===== src/rtl/fifo_pkg.sv =====
// Shared definitions for the FIFO mode port: mode codes, sequencer state encoding
// and the default data width.
package fifo_pkg;

  localparam int DATA_W = 4;

  localparam logic [1:0] MODE_IDLE  = 2'b00;
  localparam logic [1:0] MODE_WRITE = 2'b01;
  localparam logic [1:0] MODE_READ  = 2'b10;

  typedef enum logic [1:0] {
    ST_IDLE    = 2'd0,
    ST_WR      = 2'd1,
    ST_RD      = 2'd2,
    ST_RD_WAIT = 2'd3
  } state_t;

endpackage


===== src/rtl/fifo_port_sequencer.sv =====
// Arbitrates the single FIFO mode port between a producer (writes) and a consumer
// (reads into a one-entry holding register), round-robin when both want it.
module fifo_port_sequencer
  import fifo_pkg::*;
#(
  parameter int W      = DATA_W,
  parameter int RD_LAT = 1
) (
  input  logic         clk,
  input  logic         rst_n,
  input  logic         s_valid,
  input  logic [W-1:0] s_data,
  output logic         s_ready,
  output logic         m_valid,
  output logic [W-1:0] m_data,
  input  logic         m_ready,
  output logic [1:0]   fifo_mode,
  output logic [W-1:0] fifo_din,
  input  logic [W-1:0] fifo_dout,
  input  logic         fifo_empty,
  input  logic         fifo_full,
  output logic [1:0]   dbg_state
);

  // Handshakes: a word moves on a cycle where valid and ready are both high at the
  // rising edge; valid never waits on ready, and a held word stays stable until taken.

  state_t       state;
  state_t       state_d;
  logic         rr;
  logic [1:0]   wait_cnt;
  logic         wr_ok;
  logic         rd_ok;
  logic         grant_wr;
  logic         grant_rd;
  logic         capture;

  // Flags are only trusted in IDLE, where fifo_mode has been 00 for a cycle.
  assign wr_ok = s_valid & ~fifo_full;
  assign rd_ok = ~fifo_empty & (~m_valid | m_ready);

  always_ff @(posedge clk or negedge rst_n) begin
    if (!rst_n) state <= ST_IDLE;
    else        state <= state_d;
  end

  always_comb begin
    state_d  = state;
    grant_wr = 1'b0;
    grant_rd = 1'b0;
    case (state)
      ST_IDLE: begin
        if (wr_ok && (!rd_ok || !rr)) begin
          grant_wr = 1'b1;
          state_d  = ST_WR;
        end else if (rd_ok) begin
          grant_rd = 1'b1;
          state_d  = ST_RD;
        end
      end
      ST_WR:      state_d = ST_IDLE;
      ST_RD:      state_d = ST_RD_WAIT;
      ST_RD_WAIT: if (wait_cnt == 2'd0) state_d = ST_IDLE;
      default:    state_d = ST_IDLE;
    endcase
  end

  always_comb begin
    s_ready   = rst_n & grant_wr;
    capture   = (state == ST_RD_WAIT) && (wait_cnt == 2'd0);
    dbg_state = state;
  end

  always_ff @(posedge clk or negedge rst_n) begin
    if (!rst_n) begin
      fifo_mode <= MODE_IDLE;
      fifo_din  <= '0;
      rr        <= 1'b0;
      wait_cnt  <= 2'd0;
      m_valid   <= 1'b0;
      m_data    <= '0;
    end else begin
      if (grant_wr) begin
        fifo_mode <= MODE_WRITE;
        fifo_din  <= s_data;
      end else if (grant_rd) begin
        fifo_mode <= MODE_READ;
      end else begin
        fifo_mode <= MODE_IDLE;
      end

      // Only contested grants flip the preference.
      if (state == ST_IDLE && wr_ok && rd_ok) rr <= ~rr;

      if (state == ST_RD) wait_cnt <= 2'(RD_LAT - 1);
      else if (state == ST_RD_WAIT && wait_cnt != 2'd0) wait_cnt <= wait_cnt - 2'd1;

      // rd_ok guarantees the register is free (or being emptied) by capture time.
      if (capture) begin
        m_valid <= 1'b1;
        m_data  <= fifo_dout;
      end else if (m_valid && m_ready) begin
        m_valid <= 1'b0;
      end
    end
  end

endmodule

===== config.mk =====
export PLATFORM = sky130hd
export DESIGN_NAME = fifo_port_sequencer
export DESIGN_NICKNAME = d
export VERILOG_FILES = /design/src/rtl/fifo_pkg.sv /design/src/rtl/fifo_port_sequencer.sv
export SDC_FILE = /design/constraint.sdc
export NUM_CORES = 1
export LEC_CHECK = 0
export CAP_MARGIN = 20
export CORE_MARGIN = 5
export CORE_UTILIZATION = 44
export CTS_BUF_LIST = sky130_fd_sc_hd__clkbuf_4 sky130_fd_sc_hd__clkbuf_8 sky130_fd_sc_hd__clkbuf_16
export CTS_CLUSTER_DIAMETER = 50
export DETAILED_ROUTE_END_ITERATION = 6
export GPL_ROUTABILITY_DRIVEN = 0
export PLACE_DENSITY = 0.92
export SLEW_MARGIN = 10
export SYNTH_ARGS = -nofsm -noshare
export SYNTH_HDL_FRONTEND = slang
export SYNTH_SLANG_ARGS = --single-unit

===== constraint.sdc =====
create_clock -name clk -period 2.6 [get_ports clk]
set_input_delay 0.65 -clock clk [delete_from_list [all_inputs] [get_ports clk]]
set_output_delay 0.65 -clock clk [all_outputs]
set_load 0.005 [all_outputs]

==> run metrics, run 1 <==
crit-path max FO=2; H-tree lvl count=1; HPWL after detailed placement=1250 um; diode count=0; final setup fails=0; Syn Area/Cell=13.1 um2; Synth top area share=57.9%; Clk pin slew, worst setup/hold paths=90 ps; Max Slew Vio Count=0; Hold Path Stages=1; worst endpoint data arrival time=1810 ps; CTS sink count=16; CTS tree=done; Initial DRT Pass Iterations=3; Synth Net Count=68; Yosys reg bits=16; f_max=0.407 GHz; Syn Std Cell Area=692 um2; final setup margin=145 ps; final WL=1600 um; CTS Buf Count=3; status=finished clean; worst clock skew=3.12 ps; Hold Crit Class=reg -> reg; vias in the first global route=599; TNS Setup=0 ps; Routed Antenna Nets=0; share of post-route cells with drive strength above 1=26.4%; power per cell area=984 mW/mm2; Reg2Reg Depth=4; Ys Warns=0; Synth Flop Type=dfrtp_1; clock root cell=clkbuf_4; aggregate global routing overflow=0; area leader, netlist=dfrtp_1; Final Cycle Share=94.4%; worst slew pin tran=246 ps; Synth area leaders=dfrtp_1 (58%), mux2_4 (8.7%), mux2_2 (6.5%); Syn Inst Count=53; Boundary Pins=28; crit path capture type=output port; Layout Nets=107; final hold violations=0; detailed router's first-iteration violation count=8; RSZ-0062 raised after global routing=false; All-Layer GR Usage=14.2%; Peak VDD IR=0.561 mV; dpl ws=-504 ps; clk buf depth=2; most frequent cell after synthesis=dfrtp_1; DIE WIDTH=49.7 um; maximum number of pins on one net before global-route repair=17; Post-synth top cells=dfrtp_1 (16), inv_1 (5), mux2_2 (4), mux2_4 (4); vias per cell=5.16; Worst slew margin=83.6%; Req. time, crit path=1950 ps; Post-CTS Repair Setup Buffers=0; Leakage Power=0.000504 uW; Most Crowded Layer GR=met2; core area=0.00151 mm2; Tmin final=2460 ps; initial antenna violation count=0; first-pass GRT wire length=2740 um; EDFF count, synth=0; Crit Path Category=in -> out; post_cts resized=7; Die Span Y=49.7 um; Area growth syn-to-layout=54.1%; GRT met2 Usage=23.3%; Worst setup SP type=primary input; die area=0.00247 mm2; GR Util met1=16.4%; GR Util met3=5.12%; CTS Hold Buffers Added=0; Port Buf Inserts=27; register area share after synthesis=57.9%; clock latency on the worst-skew pair=290 ps; max cap viols=0; ys async rst share=100%; starting density of the core=45.9%; row cnt=14; Residual DRC=0; DR WL/cell=14.9 um; post-synth cell types=20; via count=552
[worst max-delay path, cell delays in order]
cell and delay, ps:
dlygate4sd2_1 240, or4b_4 480, o21bai_4 200, nor2_2 120, buf_2 120
[cell type report]
type	count	area (um2)
clock buffers	4	36.3
fillers	106	440
inverters	5	18.8
flip-flops and latches	16	400
repair buffers	34	315
well taps	16	20.0
multi-input cells	32	275
[power by group]
part / switching (uW) / internal [uW]
combinational: 165 / 312
sequential: 55.3 / 350
clock: 81.3 / 85.4
total: 302 / 747
[layout by cell type, fill, tap and decap left out]
cell type / instances
or4b_4: 1
o21ai_0: 2
xor2_1: 1
dfrtp_1: 16
ha_1: 1
dlygate4sd2_1: 2
clkbuf_4: 3
a22oi_1: 1
buf_4: 7
nor3_1: 2
and2b_2: 1
inv_1: 5
nor2_2: 1
o22ai_1: 1
nor3b_1: 2
nand3_1: 1
buf_2: 1
nor2_1: 2
o21bai_4: 1
mux2_4: 4
clkbuf_8: 1
a32o_1: 1
clkdlybuf4s50_1: 24
mux2_2: 4
or3_1: 1
nand2_1: 3
nand2b_1: 2
[per-layer routing]
layer	wire length, um	up-vias
met1	619	275
met4	27	0
met2	856	15
li1	-	259
met3	94	3
met5	0	-
[through the flow]
stage	total power (uW)	utilization, %	cell area [um2]	instances	hold WS [ps]
after global routing	1120	70.8	1070	107	546
after detailed placement	894	68.7	1030	103	493
after CTS	1060	70.8	1070	107	515
after floorplan	597	-	692	53	354
final	1050	70.8	1070	107	514
after global placement	870	68.7	1030	103	488
[registers in the layout, indices dropped and copies added (netlist names)]
register	count
wait_cnt	2
dbg_state	2
fifo_mode	2
rr	1
fifo_din	4
m_valid	1
m_data	4
[final timing paths]
check                                    startpoint  slack, ps                       end
max reg2reg                dbg_state[0]$_DFFE_PN0P_        910   fifo_din[2]$_DFFE_PN0N_
min in group asynchronous                     rst_n        700  dbg_state[1]$_DFFE_PN0P_
max                                       fifo_full        140                   s_ready
max in group asynchronous                     rst_n       1730   wait_cnt[1]$_DFFE_PN0P_
min reg2reg                   m_data[0]$_DFFE_PN0P_        510     m_data[0]$_DFFE_PN0P_
min                           m_data[0]$_DFFE_PN0P_        510     m_data[0]$_DFFE_PN0P_
[logic make-up (layout without fill, tap and decap cells)]
logic type | after synthesis | count (layout) | synth area share, %
DFF | 16 | 16 | 57.9
and+or+nand+nor | 16 | 16 | 13.6
muxes | 8 | 8 | 15.2
AOI/OAI and AO/OA | 6 | 6 | 7.60
buffers and inverters | 5 | 43 | 2.71
adders and majority gates | 1 | 1 | 1.81
xor gates and xnor gates | 1 | 1 | 1.27
(Power assumes the default switching activity.)
==> run 2: changes to the inputs <==
Settings changed: CORE_ASPECT_RATIO set to 1.75, CORE_UTILIZATION 44 to 25, HOLD_SLACK_MARGIN set to 0.08, PLACE_DENSITY 0.92 to 0.62, TNS_END_PERCENT set to 1.
==> run metrics, run 2 (synthesis results as in run 1) <==
share of post-route cells with drive strength above 1=23.6% (-2.8 points); CTS Hold Buffers Added=0 (unchanged); All-Layer GR Usage=8.25% (-6.0 points); Clk pin slew, worst setup/hold paths=60 ps (-30 ps); vias in the first global route=606 (+1.2%); Hold Crit Class=reg -> reg; Initial DRT Pass Iterations=4 (+1); Reg2Reg Depth=4 (unchanged); DIE WIDTH=49.8 um (+0.23%); clock root cell=clkbuf_8; first-pass GRT wire length=2590 um (-5.5%); Residual DRC=0 (unchanged); CTS Buf Count=3 (unchanged); Routed Antenna Nets=0 (unchanged); final setup margin=190 ps (+45.6 ps); Peak VDD IR=0.450 mV (-20%); vias per cell=4.66 (-9.6%); Final Cycle Share=92.7% (-1.8 points); DR WL/cell=13.5 um (-9.3%); Crit Path Category=in -> out; final hold violations=0 (unchanged); Tot Pwr=1090 uW (+3.9%); Tmin final=2410 ps (-45.6 ps); Req. time, crit path=1950 ps (about the same); die area=0.00396 mm2 (+61%); detailed router's first-iteration violation count=12 (+4); max cap viols=0 (unchanged); Worst setup SP type=primary input; clock latency on the worst-skew pair=250 ps (-40 ps); maximum number of pins on one net before global-route repair=17 (unchanged); core area=0.00269 mm2 (+79%); Worst slew margin=82.7% (-0.82 points); HP Start=rr$_DFFE_PN0P_; CTS sink count=16 (unchanged); diode count=0 (unchanged); Hold Path Stages=1 (unchanged); most frequent cells in the layout=clkdlybuf4s50_1 (24), dfrtp_1 (16), inv_1 (5), buf_4 (5); f_max=0.415 GHz (+1.9%); RSZ-0062 raised after global routing=false; Layout Nets=105 (-1.9%); Area growth syn-to-layout=56.2%; Die Span Y=79.6 um (+60%); initial antenna violation count=0 (unchanged); worst clock skew=4.03 ps (+0.916 ps); final WL=1570 um (-1.7%); status=finished clean; dpl ws=-464 ps (+40.0 ps); aggregate global routing overflow=0 (unchanged); most common cell after layout, fill and taps aside=clkdlybuf4s50_1; clk buf depth=2 (unchanged); HPWL after detailed placement=1280 um (+2.7%); starting density of the core=25.7% (-20 points); Post-CTS Repair Setup Buffers=0 (unchanged); biggest regs=fifo_din x4, m_data x4; CP startpoint=fifo_full; CTS tree=done; worst endpoint data arrival time=1760 ps (-50 ps); power per cell area=1010 mW/mm2 (+2.5%); Port Buf Inserts=27 (unchanged); Boundary Pins=28 (unchanged); row cnt=25 (+11); Max Slew Vio Count=0 (unchanged); worst slew pin tran=258 ps (+12.2 ps); via count=541 (-2.0%); H-tree lvl count=1 (unchanged); Leakage Power=0.000502 uW (-0.28%); reg2reg start=dbg_state[0]$_DFFE_PN0P_; final setup fails=0 (unchanged); crit-path max FO=2 (unchanged); crit path capture type=output port
[run 2: changes by cell type in the layout (fill, tap and decap cells not counted)]
| cell | delta |
|---|---|
| clkbuf_4 | -3 |
| nor2_1 | +1 |
| nor2_2 | -1 |
| buf_4 | -2 |
| clkbuf_8 | +3 |
[run 2: final cells by class]
type	count	area, um2
sequential	16	400
tap	27	33.8
inverter	5	18.8
multi-input combinational	32	273
fill	280	1610
timing repair buffer	32	300
clock buffer	4	55.1
[run 2: per-layer routing]
layer  track usage [%]  vias to the layer above  routed length [um]  share of wire (%)
met4              2.89                        0                   0                  0
met5                 0                        -                   0                  0
met2              14.5                       20                 902                 57
li1                  -                      252                   -                  -
met3              2.80                        0                  91                5.8
met1              8.91                      269                 576                 37
[run 2: final timing paths]
path / endpoint / slack [ps]
max in group asynchronous: m_data[3]$_DFFE_PN0P_ / 1670
worst max register to register: fifo_din[3]$_DFFE_PN0N_ / 920
min in group asynchronous: rr$_DFFE_PN0P_ / 750
worst min register to register: rr$_DFFE_PN0P_ / 510
worst min-delay path: rr$_DFFE_PN0P_ / 510
worst max-delay path: s_ready / 190
[run 2: where the power goes]
| group | internal [uW] | switching [uW] |
|---|---|---|
| sequential | 351 | 56.7 |
| combinational | 306 | 159 |
| clock | 134 | 83.2 |
[run 2: critical path: stages]
cell	delay [ps]
dlygate4sd2_1	240
or4b_4	490
o21bai_4	190
nor2_1	80
buf_2	120
[run 2: through the flow]
stage | hold WS (ps) | TNS [ps] | std cells | cell area [um2] | utilization [%]
finish | 509 | 0 | 116 | 1080 | 40.2
global placement | 494 | -432 | 112 | 1030 | 38.4
detailed placement | 494 | -464 | 112 | 1030 | 38.4
CTS | 506 | 0 | 116 | 1080 | 40.2
floorplan | 354 | 0 | 53 | 692 | -
global route | 524 | 0 | 116 | 1080 | 40.2
[run 2: timing repair]
item	in CTS	in global routing
setup endpoints to repair	1	0
hold endpoints to repair	0	0
gates resized for setup	6	0
==> run 3: changes to the inputs <==
Settings changed: PLACE_DENSITY 0.62 to 0.48.
==> run metrics, run 3 (synthesis results as in run 1) <==
share of post-route cells with drive strength above 1=24.4% (+0.85 points); Boundary Pins=28 (unchanged); DR WL/cell=12.6 um (-6.8%); Peak VDD IR=0.352 mV (-22%); Tmin final=2490 ps (+75.5 ps); Req. time, crit path=1950 ps (about the same); Filler cells=282 (+0.71%); Port Buf Inserts=27 (unchanged); Worst slew margin=83.7% (+0.95 points); clk buf depth=2 (unchanged); crit-path max FO=3 (+1); H-tree lvl count=1 (unchanged); Max Slew Vio Count=0 (unchanged); Hold Crit Class=reg -> reg; Area growth syn-to-layout=57.3%; Post-CTS Repair Setup Buffers=0 (unchanged); RR Endpoint=fifo_din[0]$_DFFE_PN0N_; Util after Layout=40.5% (+0.28 points); Worst setup SP type=primary input; Psw=288 uW (-3.5%); crit path capture type=output port; Reg power frac=37.2% (-0.2 points); vias in the first global route=582 (-4.0%); worst endpoint data arrival time=1840 ps (+80 ps); first-pass GRT wire length=2570 um (-0.81%); final hold violations=0 (unchanged); worst slew pin tran=244 ps (-14.1 ps); Die Span Y=79.6 um (unchanged); Leakage Power=0.000508 uW (+1.0%); Clk pin slew, worst setup/hold paths=60 ps (about the same); initial antenna violation count=0 (unchanged); DIE WIDTH=49.8 um (unchanged); f_max=0.402 GHz (-3.0%); RSZ-0062 raised after global routing=false; crit path capture=s_ready; aggregate global routing overflow=0 (unchanged); final setup fails=0 (unchanged); placed cell areas=0.00104 mm2 (+0.73%); Reg2Reg Depth=4 (unchanged); Final Cycle Share=95.6% (+2.9 points); power per cell area=995 mW/mm2 (-1.3%); clock latency on the worst-skew pair=240 ps (about the same); most common cell after layout, fill and taps aside=clkdlybuf4s50_1; clock share of power=20.0% (about the same); diode count=0 (unchanged); Crit Path Category=in -> out; Net Sw Frac=26.6% (-0.78 points); CTS tree=done; Non-Filler Instances=117 (+0.86%); final instance area=0.00109 mm2 (+0.69%); Residual DRC=0 (unchanged); reg2reg start=dbg_state[1]$_DFFE_PN0P_; die area=0.00396 mm2 (unchanged); clock root cell=clkbuf_8; max cap viols=0 (unchanged); Routed Antenna Nets=0 (unchanged); final WL=1480 um (-6.0%); row cnt=25 (unchanged); HPWL after detailed placement=1170 um (-8.9%); internal power=794 uW (+0.43%); CP startpoint=fifo_full; worst clock skew=1.75 ps (-2.28 ps); vias per cell=4.68 (+0.43%); starting density of the core=25.7% (unchanged); DP Cell Count=113 (+0.89%); CTS Hold Buffers Added=0 (unchanged); biggest regs=fifo_din x4, m_data x4; via count=548 (+1.3%); TNS Setup=0 ps (unchanged); Gate power share=42.8% (about the same); post_cts resized=6 (unchanged); status=finished clean; Reg2Reg Setup Slack=950 ps (+30 ps); detailed router's first-iteration violation count=16 (+4); CTS sink count=16 (unchanged); Layout Nets=106 (+0.95%); maximum number of pins on one net before global-route repair=17 (unchanged); Initial DRT Pass Iterations=2 (-2); All-Layer GR Usage=8.35% (+0.10 points); core area=0.00269 mm2 (unchanged); most frequent cells in the layout=clkdlybuf4s50_1 (24), dfrtp_1 (16), buf_4 (6); CTS Buf Count=3 (unchanged)
-- run 3: changes by cell type in the layout (fill, tap and decap cells not counted), sizes merged --
cell / before / now
buf: 6 / 7
-- run 3: per-layer routing --
layer  global-route usage [%]  part of all wire, %
met1                     9.33                   41
met2                     13.6                   48
met3                     2.62                  8.5
met4                     4.72                  2.4
met5                        0                    0
-- run 3: area by class of cell --
type                    count  area (um2)  area share (%)
well taps                  27        33.8            3.10
clock buffers               4        55.1            5.06
inverters                   5        18.8            1.72
multi-input cells          32         273            25.1
flip-flops and latches     16         400            36.8
repair buffers             33         308            28.3
-- run 3: worst min-delay path by stage --
stage	startpoint	endpoint	slack, ps	cells past startpoint
after global routing	m_data[3]$_DFFE_PN0P_	m_data[3]$_DFFE_PN0P_	530	1
after detailed placement	fifo_din[1]$_DFFE_PN0N_	fifo_din[1]$_DFFE_PN0N_	490	1
final	m_data[0]$_DFFE_PN0P_	m_data[0]$_DFFE_PN0P_	500	1
after CTS	m_data[0]$_DFFE_PN0P_	m_data[0]$_DFFE_PN0P_	510	1
after global placement	rr$_DFFE_PN0P_	rr$_DFFE_PN0P_	490	1
after floorplan	rst_n	dbg_state[0]$_DFFE_PN0P_	350	0
-- run 3: power groups by stage --
stage,sequential (uW),combinational [uW],clock [uW]
6_report,403,463,217
5_1_grt,419,509,233
4_1_cts,405,476,226
3_5_place_dp,405,478,0
3_3_place_gp,407,472,0
2_1_floorplan,431,166,0
-- run 3: through the flow --
step	power, uW	setup slack [ps]	hold WS [ps]
global placement	879	-508	485
detailed placement	883	-503	491
finish	1080	115	504
global route	1160	44.6	532
floorplan	597	444	354
CTS	1110	103	508
-- run 3: worst max-delay path, cell delays in order --
cell and delay [ps]:
dlygate4sd2_1 260, or4b_4 540, o21bai_4 190, nor2_1 80, buf_2 120
